File: src/rtl/top.sv
// Flash regenerator: measures the f0 rise-to-rise period and emits a 50 % duty f1 locked to f0 rises.
// Optional macro F0_DEGLITCH_EN inserts a DGL_LEN-sample level filter after the synchronizer.
module top #(
  parameter int CNT_W   = 20,
  parameter int DGL_LEN = 4
) (
  input  logic clk,
  input  logic rst_n,
  input  logic f0,
  output logic f1
);

  localparam logic [CNT_W-1:0] CNT_MAX = '1;

  logic             sync1_q, sync2_q, edge_q, src;
  logic [CNT_W-1:0] cnt_q, cnt_d, per_q, per_d, hc_q, hc_d, per_new;
  logic             armed_q, armed_d, valid_q, valid_d, f1_q, f1_d;
  logic             rise, sat, latch, fire;

  if (DGL_LEN < 1) begin : g_dgl_chk
    $error("DGL_LEN must be at least 1");
  end

  always_ff @(posedge clk or negedge rst_n) begin
    if (!rst_n) begin
      sync1_q <= 1'b0;
      sync2_q <= 1'b0;
      edge_q  <= 1'b0;
    end else begin
      sync1_q <= f0;
      sync2_q <= sync1_q;
      edge_q  <= src;
    end
  end

`ifdef F0_DEGLITCH_EN
  localparam int DW = $clog2(DGL_LEN + 1);

  logic          flt_q, flt_d;
  logic [DW-1:0] dcnt_q, dcnt_d;

  // dcnt counts consecutive samples disagreeing with the filtered level
  always_comb begin
    flt_d  = flt_q;
    dcnt_d = '0;
    if (sync2_q != flt_q) begin
      if (dcnt_q == DW'(DGL_LEN - 1)) flt_d = sync2_q;
      else                            dcnt_d = dcnt_q + 1'b1;
    end
  end

  always_ff @(posedge clk or negedge rst_n) begin
    if (!rst_n) begin
      flt_q  <= 1'b0;
      dcnt_q <= '0;
    end else begin
      flt_q  <= flt_d;
      dcnt_q <= dcnt_d;
    end
  end

  assign src = flt_q;
`else
  assign src = sync2_q;
`endif

  assign rise    = src & ~edge_q;
  assign sat     = (cnt_q == CNT_MAX);
  assign latch   = rise & armed_q & ~sat;
  assign per_new = latch ? cnt_q : per_q;
  // a period of 1 would give a zero-length high phase, so it never fires
  assign fire    = rise & (latch | (valid_q & ~sat)) & (per_new[CNT_W-1:1] != '0);

  always_comb begin
    cnt_d   = sat ? cnt_q : cnt_q + 1'b1;
    per_d   = per_q;
    armed_d = armed_q;
    valid_d = valid_q;
    hc_d    = hc_q;
    f1_d    = f1_q;
    if (sat) begin
      valid_d = 1'b0;
      armed_d = 1'b0;
    end
    if (rise) begin
      cnt_d   = CNT_W'(1);
      armed_d = 1'b1;
    end
    if (latch) begin
      per_d   = cnt_q;
      valid_d = 1'b1;
    end
    if (fire) begin
      f1_d = 1'b1;
      hc_d = per_new >> 1;
    end else if (f1_q) begin
      if (sat || hc_q <= CNT_W'(1)) begin
        f1_d = 1'b0;
        hc_d = '0;
      end else begin
        hc_d = hc_q - 1'b1;
      end
    end
  end

  always_ff @(posedge clk or negedge rst_n) begin
    if (!rst_n) begin
      cnt_q   <= '0;
      per_q   <= '0;
      hc_q    <= '0;
      armed_q <= 1'b0;
      valid_q <= 1'b0;
      f1_q    <= 1'b0;
    end else begin
      cnt_q   <= cnt_d;
      per_q   <= per_d;
      hc_q    <= hc_d;
      armed_q <= armed_d;
      valid_q <= valid_d;
      f1_q    <= f1_d;
    end
  end

  assign f1 = f1_q;

endmodule

File: config.mk
export PLATFORM = sky130hd
export DESIGN_NAME = top
export DESIGN_NICKNAME = d
export VERILOG_FILES = /design/src/rtl/top.sv
export SDC_FILE = /design/constraint.sdc
export NUM_CORES = 1
export LEC_CHECK = 0
export ABC_CLOCK_PERIOD_IN_PS = 3200
export CORE_AREA = 2 2 86 88
export CTS_BUF_LIST = sky130_fd_sc_hd__clkbuf_8
export CTS_CLUSTER_DIAMETER = 40
export DETAILED_ROUTE_END_ITERATION = 10
export DIE_AREA = 0 0 88 90
export GPL_TIMING_DRIVEN = 0
export PLACE_DENSITY = 0.67
export SLEW_MARGIN = 20
export SYNTH_ARGS = -nofsm -noshare
export SYNTH_HDL_FRONTEND = slang
export SYNTH_SLANG_ARGS = --single-unit
export TNS_END_PERCENT = 1
File: constraint.sdc
create_clock -name clk -period 3.2 [get_ports clk]
set_input_delay 0.48 -clock clk [delete_from_list [all_inputs] [get_ports clk]]
set_output_delay 0.48 -clock clk [all_outputs]
set_load 0.02 [all_outputs]
Yosys cells after proc, flatten, opt, wreduce, memory -nomap -nowiden
Cells that the tools add are included.
{ "word_totals": {"elab_cells": 41, "input_bits": 3, "ff_bits": 66, "output_inout_bits": 1} }
{ "op_classes": {"n_bitwise": 9, "mux": 12, "n_reduce_logical": 5, "eq_ne": 2, "addsub": 2, "magnitude_cmp": 1} }
{ "ops": {"columns": ["cell", "count"], "rows": [
  ["two-way mux 20 bit", 6],
  ["adder 20 x 1 -> 20 bit (second input constant)", 1],
  ["== test 20 bit (second input constant)", 1],
  ["less-or-equal comparator 20 x 1 -> 1 bit (second input constant)", 1],
  ["subtractor 20 x 1 -> 20 bit (second input constant)", 1],
  ["nonzero test 19 bit", 1],
  ["bitwise AND 1 bit", 6],
  ["two-way mux 1 bit", 6],
  ["nonzero test 2 bit", 3],
  ["!= test 2 bit (second input constant)", 1],
  ["NOT 1 bit", 2],
  ["logical OR 1 bit", 1],
  ["OR 1 bit", 1]
]} }

Longest topological paths before layout
{ "depth": {"word_depth": 8, "depth_mapped": 9, "ltp_nobuf": 8} }

Worst setup path after synthesis
OpenSTA, ideal clock, no wires.
{ "synth_timing": {"path_type": "register -> register", "start": "register cnt_q[1]", "end": "register hc_q[11]", "t_required_ns": 3.075, "path_stages_with_launch": 10, "setup_time_ns": 0.125, "synth_period_minus_slack_ns": 2.337, "t_arrival_ns": 2.212, "path_slack_ns": 0.863, "path_cell_list": "dfrtp_1 ha_1 and3_1 buf_2 nand3_1 nor2_1 nor2_1 a31oi_4 buf_12 mux2_4"} }
{ "synth_via": {"elab_chain_len": 7} }
{ "synth_rtl": {"columns": ["item", "line_no", "rtl"], "rows": [
  ["start: declaration", "16", "logic [CNT_W-1:0] cnt_q, cnt_d, per_q, per_d, hc_q, hc_d, per_new;"],
  ["start signal: assignment", "115", "cnt_q <= cnt_d;"],
  ["== test 20 bit", "68", "assign sat = (cnt_q == CNT_MAX);"],
  ["NOT 1 bit", "69, 72", null],
  ["bitwise AND 1 bit (on tied branches)", "69, 72", null],
  ["two-way mux 20 bit / OR 1 bit (equally long branches)", "70, 72", null],
  ["nonzero test 19 bit / bitwise AND 1 bit (equally long branches)", "72", "assign fire = rise & (latch | (valid_q & ~sat)) & (per_new[CNT_W-1:1] != '0);"],
  ["bitwise AND 1 bit", "72", null],
  ["two-way mux 20 bit / nonzero test 2 bit (equally long branches)", null, null],
  ["end signal: assignment", "110", "hc_q <= '0;"],
  ["end signal: assignment", "117", "hc_q <= hc_d;"],
  ["end: declaration", "16", null]
]} }
Several ways; a longest one is shown, not always the timed one. The select of a mux whose other input is x is not followed.
A chain may end at the register's enable or synchronous reset.

Worst setup path in the final report
{ "layout_timing": {"start": "register cnt_q[1]", "end": "register hc_q[16]"} }
The elaborated chain is that of the path after synthesis.

==> reports/metrics.cfg <==
[worst_setup_path]
endpoint_kind=register
start_kind=register
path_cells=ha_1, and3_1, buf_2, nand3_1, nor2_2, nor2_1, a31oi_4, buf_12, mux2_4
crit_arrival_ns=3.00
cpLargestDelayFamily=simple AND/OR/NAND/NOR gates
critPathKind=register to register
cp_max_fo=10
path_buf_inv=2
required_ns=3.43
slowest_stage=dfrtp_1
cp_slowest_stage_delay_ns=0.45

[cts]
cts_made_buffers=9
insertion_delay_ns=0.35
cts_setup_buffers=0
clkTransAtPathRegs_ns=0.07
postCtsHoldBufs=0
clock_path_buffers=2
cts_sinks=65
h-tree-depth=3
cts_tree=built
root_buffer=clkbuf_8

[floorplan]
row_count=31
dieWidth_um=88
die-area_um2=7920
fp.coreArea_um2=7020
ios=4
die_h_um=90
start_util_pct=50.6

[synthesis]
ys_seq_area_share_pct=45.8
async_reset_ff_share_pct=100
synth_area_leaders=dfrtp_1 46%, mux2_2 8.6%, nand2_1 3.0%
syn_inst=345
synth_top_area_share_pct=45.8
synth_top_cell_by_area=dfrtp_1
ys_ff_latch=65
ys.flop_type=dfrtp_1
synth_nets=351
synth-edff-count=0
synth_commonest_cells=65 x dfrtp_1, 28 x nand2_1, 27 x mux2_2
yosysMostFrequentCell=dfrtp_1
syn_area_um2=3550
yosysUniqueCellTypes=57
avgSynthCellArea_um2=10.3
synth_warnings=0

[timing]
post-route-period-util_pct=86.6
finalSetupTns_ns=0
skew_ns=0.0146
setup_viol=0
slew_headroom_pct=52.6
slew_violations=0
hold_violations=0
fmax_ghz=0.361
period_minus_slack_ns=2.77
rsz0062_at_grt=false
holdWs_ns=0.00968
worst_pin_slew_ns=0.710

[detailed_routing]
vias=2743
drc=0
wl_um=8040
via_per_inst=5.91
dr_wl_met3_um=282
highest_layer=met4
wl_per_cell_um=17.3
drt_iter0_markers=173
drtPass1Iterations=4
drt-met1-wl_um=3740
drtAntennaViolNets=0
wl_met2_um=3860

[global_routing]
grtUsageTotal_pct=22.3
grt_max_degree=47
antenna_found_initial=0
grt_pass1_wl_um=13700
overflow=0
grt_pass1_vias=2777

[placed_design]
hpwl_um=5870
portBuffers=3
gp_congestion=0.860

[layout]
nFillCells=658
drive_above_1_share_pct=17.8
multi_input_area_um2=1810
nets=366
area_growth_pct=10.4
seqCellArea_um2=1630
antennaDiodeCount=0

[power_and_ir_drop]
ir_worst_vdd_v=0.000342
powerDensity_nw_per_um2=754
p_leak_nw=1.83

[flow_run]
maxCapViolCount=0

[hold_path]
hp-class=input port to async pin

[run_status]
status=finished clean

final timing paths:
path	to	slack [ns]	from	cells past startpoint
setup / recovery	hc_q[16]	0.43	cnt_q[1]	9
hold / removal	hc_q[11]	0.01	rst_n	1
setup reg to reg	hc_q[16]	0.43	cnt_q[1]	9
hold reg to reg	src	0.35	sync1_q	0
max in group asynchronous	cnt_q[16]	2.66	rst_n	2
min in group clk	src	0.35	sync1_q	0
cell usage in the layout, fill, tap and decap left out, drive strengths merged, types with 6 or more instances in the layout:
cell type,instances
mux2,33
xnor2,7
buf,8
a31oi,6
nor3,13
dfrtp,65
and3,8
nand3,12
clkbuf,16
nand2,29
nor2,24
xor2,8
nor4,13
a21oi,11
o21ai,13
nand4,10
inv,15
cell families (layout without fill, tap and decap cells):
kind of cell / Yosys count / after routing / synth area share [%]
DFF: 65 / 65 / 45.8
AOI/OAI and AO/OA: 68 / 68 / 13.5
buffers and inverters: 24 / 44 / 3.42
xor gates and xnor gates: 15 / 15 / 3.70
muxes: 37 / 37 / 12.2
adders and majority gates: 3 / 3 / 1.06
and+or+nand+nor: 133 / 133 / 20.3
repair_timing:
action | CTS | global route
resized for setup | 0 | 1
endpoints found under the hold margin | 0 | 0
endpoints found under the setup margin | 0 | 1
state kept, by name (all words and copies together), names as in the netlist:
| signal | count |
|---|---|
| cnt_q | 20 |
| hc_q | 20 |
| per_q | 19 |
| armed_q | 1 |
| edge_q | 1 |
| f1 | 1 |
| src | 1 |
| sync1_q | 1 |
| valid_q | 1 |
per-stage QoR:
step                      cell area (um2)  setup WS, ns  power (mW)  instances  utilization (%)
after CTS                            3920         0.209        2.96        464             55.8
after global placement               3700        -0.523        2.24        447             52.8
final                                3920         0.429        2.96        464             55.9
after floorplan                      3550         0.863        2.00        345                -
after global routing                 3920         0.224        3.16        464             55.9
after detailed placement             3730         0.217        2.28        448             53.1
power breakdown:
group          total, mW  internal, mW  switching, mW
Sequential          1.15         0.976          0.174
Combinational       1.14         0.517          0.621
Clock              0.670         0.370          0.300
Total               2.96          1.86           1.10
worst register-to-register path: cells and delay by family, from the launching register on:
kind | cells | cell delay [ns]
buffers and inverters | 2 | 0.37
flip-flops | 1 | 0.45
AO/OA/AOI/OAI | 1 | 0.44
AND/OR/NAND/NOR | 4 | 0.85
adder cells (fa/ha/maj) | 1 | 0.25
multiplexers | 1 | 0.30
per-layer routing:
layer	vias up	global-route usage, %
met5	-	0
met4	0	8.85
met3	11	3.03
met2	45	34.1
met1	1379	32.0
li1	1308	-
area by class of cell:
class,instances,area share (%)
well taps,99,3.16
inverters,12,1.15
flip-flops and latches,65,41.5
plain buffers,12,1.95
clock inverters,6,1.31
clock buffers,10,3.51
repair buffers,4,1.40
multi-input cells,256,46.0
Note: power is estimated with default switching activity, not from simulation.
==> variant: new RTL, same flow settings <==
The option `F0_DEGLITCH_EN` is turned on by a define.
--- a/src/rtl/top.sv
+++ b/src/rtl/top.sv
@@ -2,2 +2,4 @@
 // Optional macro F0_DEGLITCH_EN inserts a DGL_LEN-sample level filter after the synchronizer.
+`define F0_DEGLITCH_EN
+
 module top #(
Function: changed (Yosys sat finds a counterexample within 10 cycles, from zero or initial values and one cycle with rst_n low).
==> variant against the original RTL <==
  * Sequential cell count grew 4
  * Worst setup slack gained 0.049 ns
  * Cell count grew 2.2%
  * Wire length grew 2.6%
  * Sequential power grew 10%
  * Global-route usage grew 0.25 points
  * Utilization grew 1.1 points
  * Via count grew 2.2%
  * Cell area grew 1.9%
  * Area after synthesis grew 2.4%
  * Combinational power grew 15%
  * Non-clock buffer count grew 2
  * Total power grew 11%
==> variant: results (changes against the original RTL) <==
<table>
<tr><th>Metric</th><th>Value</th></tr>
<tr><th colspan="2">Synth</th></tr>
<tr><td>Sequential cell area fraction in the yosys report</td><td>0.475 (was 0.458)</td></tr>
<tr><td>Top cells by area in the synthesized netlist</td><td>dfrtp_1, mux2_2, nor2_1, nor3_1, nand2_1 (was dfrtp_1, mux2_2, nand2_1, mux2_4, nor2_1)</td></tr>
<tr><td>Cell variety after synth</td><td>53 (was 57)</td></tr>
<tr><td>Synth Net Count</td><td>362 (was 351)</td></tr>
<tr><td>Leading cell types by count after synthesis</td><td>dfrtp_1, nor2_1, mux2_2 (was dfrtp_1, nand2_1, mux2_2)</td></tr>
<tr><th colspan="2">Critical path</th></tr>
<tr><td>Dominant delay contributor by cell family on the critical path</td><td>compound AO/OA/AOI/OAI gates (was simple AND/OR/NAND/NOR gates)</td></tr>
<tr><td>Worst-path cell with the longest stage delay</td><td>nor4_4 (was dfrtp_1)</td></tr>
<tr><td>Arrival time reported for the critical path endpoint</td><td>2.94 ns (was 3.00 ns)</td></tr>
<tr><th colspan="2">Cells and area</th></tr>
<tr><td>Number of fill cells</td><td>628 (was 658)</td></tr>
<tr><td>Ratio of cells with drive above 1 in the final layout</td><td>0.165 (was 0.178)</td></tr>
<tr><td>NumNets Final</td><td>377 (was 366)</td></tr>
<tr><th colspan="2">Global route</th></tr>
<tr><td>Largest net degree at the start of global routing</td><td>39 (was 47)</td></tr>
<tr><td>Overall global routing resource usage</td><td>0.226 (was 0.223)</td></tr>
<tr><td>Number of global-route vias before repair</td><td>2,601 (was 2,777)</td></tr>
<tr><th colspan="2">Detailed routing</th></tr>
<tr><td>Final wirelength</td><td>8.24 mm (was 8.04 mm)</td></tr>
<tr><td>Number of vias per cell after detailed routing</td><td>5.92 (was 5.91)</td></tr>
<tr><td>Detailed-router iteration count before antenna repair</td><td>5 (was 4)</td></tr>
<tr><th colspan="2">Place</th></tr>
<tr><td>GPL Wtd Cong</td><td>0.942 (was 0.860)</td></tr>
<tr><td>Placement Setup Slack</td><td>0.499 ns (was 0.217 ns)</td></tr>
<tr><th colspan="2">STA</th></tr>
<tr><td>Layout Skew</td><td>0.0112 ns (was 0.0146 ns)</td></tr>
<tr><th colspan="2">Pwr</th></tr>
<tr><td>Int Power</td><td>0.00200 W (was 0.00186 W)</td></tr>
<tr><td>Leakage dissipation</td><td>1.79 nW (was 1.83 nW)</td></tr>
<tr><td>Peak supply drop</td><td>391 uV (was 342 uV)</td></tr>
<tr><th colspan="2">Clock network</th></tr>
<tr><td>Number of resized instances in the post-cts repair step</td><td>0 (unchanged)</td></tr>
<tr><th colspan="2">Outcome</th></tr>
<tr><td>Status</td><td>finished clean (unchanged)</td></tr>
</table>
## variant: cells by family after synthesis
kind of cell	share of synthesized area
xor gates and xnor gates	0.0434
and+or+nand+nor	0.218
buffers and inverters	0.0392
adders and majority gates	0.0138
DFF	0.475
AOI/OAI and AO/OA	0.119
muxes	0.0916
## variant: power by group through the flow
stage | clock network [W] | logic [W] | registers [W]
6_report | 0.000696 | 0.00131 | 0.00127
5_1_grt | 0.000753 | 0.00145 | 0.00130
4_1_cts | 0.000705 | 0.00130 | 0.00127
3_5_place_dp | 0 | 0.00129 | 0.00129
3_3_place_gp | 0 | 0.00126 | 0.00128
2_1_floorplan | 0 | 0.00101 | 0.00123
## variant: final timing paths
path                            endpoint  slack [ns]
max in group asynchronous       hc_q[14]        2.60
worst max-delay path             hc_q[7]        0.48
worst min register to register   sync2_q        0.35
min in group clk                 sync2_q        0.35
worst min-delay path            cnt_q[4]        0.06
worst max register to register   hc_q[7]        0.48
## variant: metrics by stage
stage	std cells	total power, W	instance area (um^2)
after floorplan	355	0.00224	3630
after global placement	457	0.00255	3790
after detailed placement	458	0.00258	3810
after CTS	474	0.00327	4000
after global routing	474	0.00351	4000
final	474	0.00327	4000
## variant: area by class of cell
type,count,area [um^2],area share
multi-input cells,258,1770,0.442
clock buffers,9,124,0.0310
plain buffers,14,90.1,0.0225
well taps,99,124,0.0310
inverters,14,52.6,0.0131
repair buffers,4,47.5,0.0119
clock inverters,7,67.6,0.0169
flip-flops and latches,69,1730,0.432
## variant: per-layer routing
layer	track usage	vias to the layer above	routed length, um	share of wire
met5	0	-	0	0
met4	0.0821	0	163	0.020
met3	0.0496	12	449	0.054
met2	0.319	84	3750	0.46
met1	0.339	1371	3880	0.47
li1	-	1337	-	-
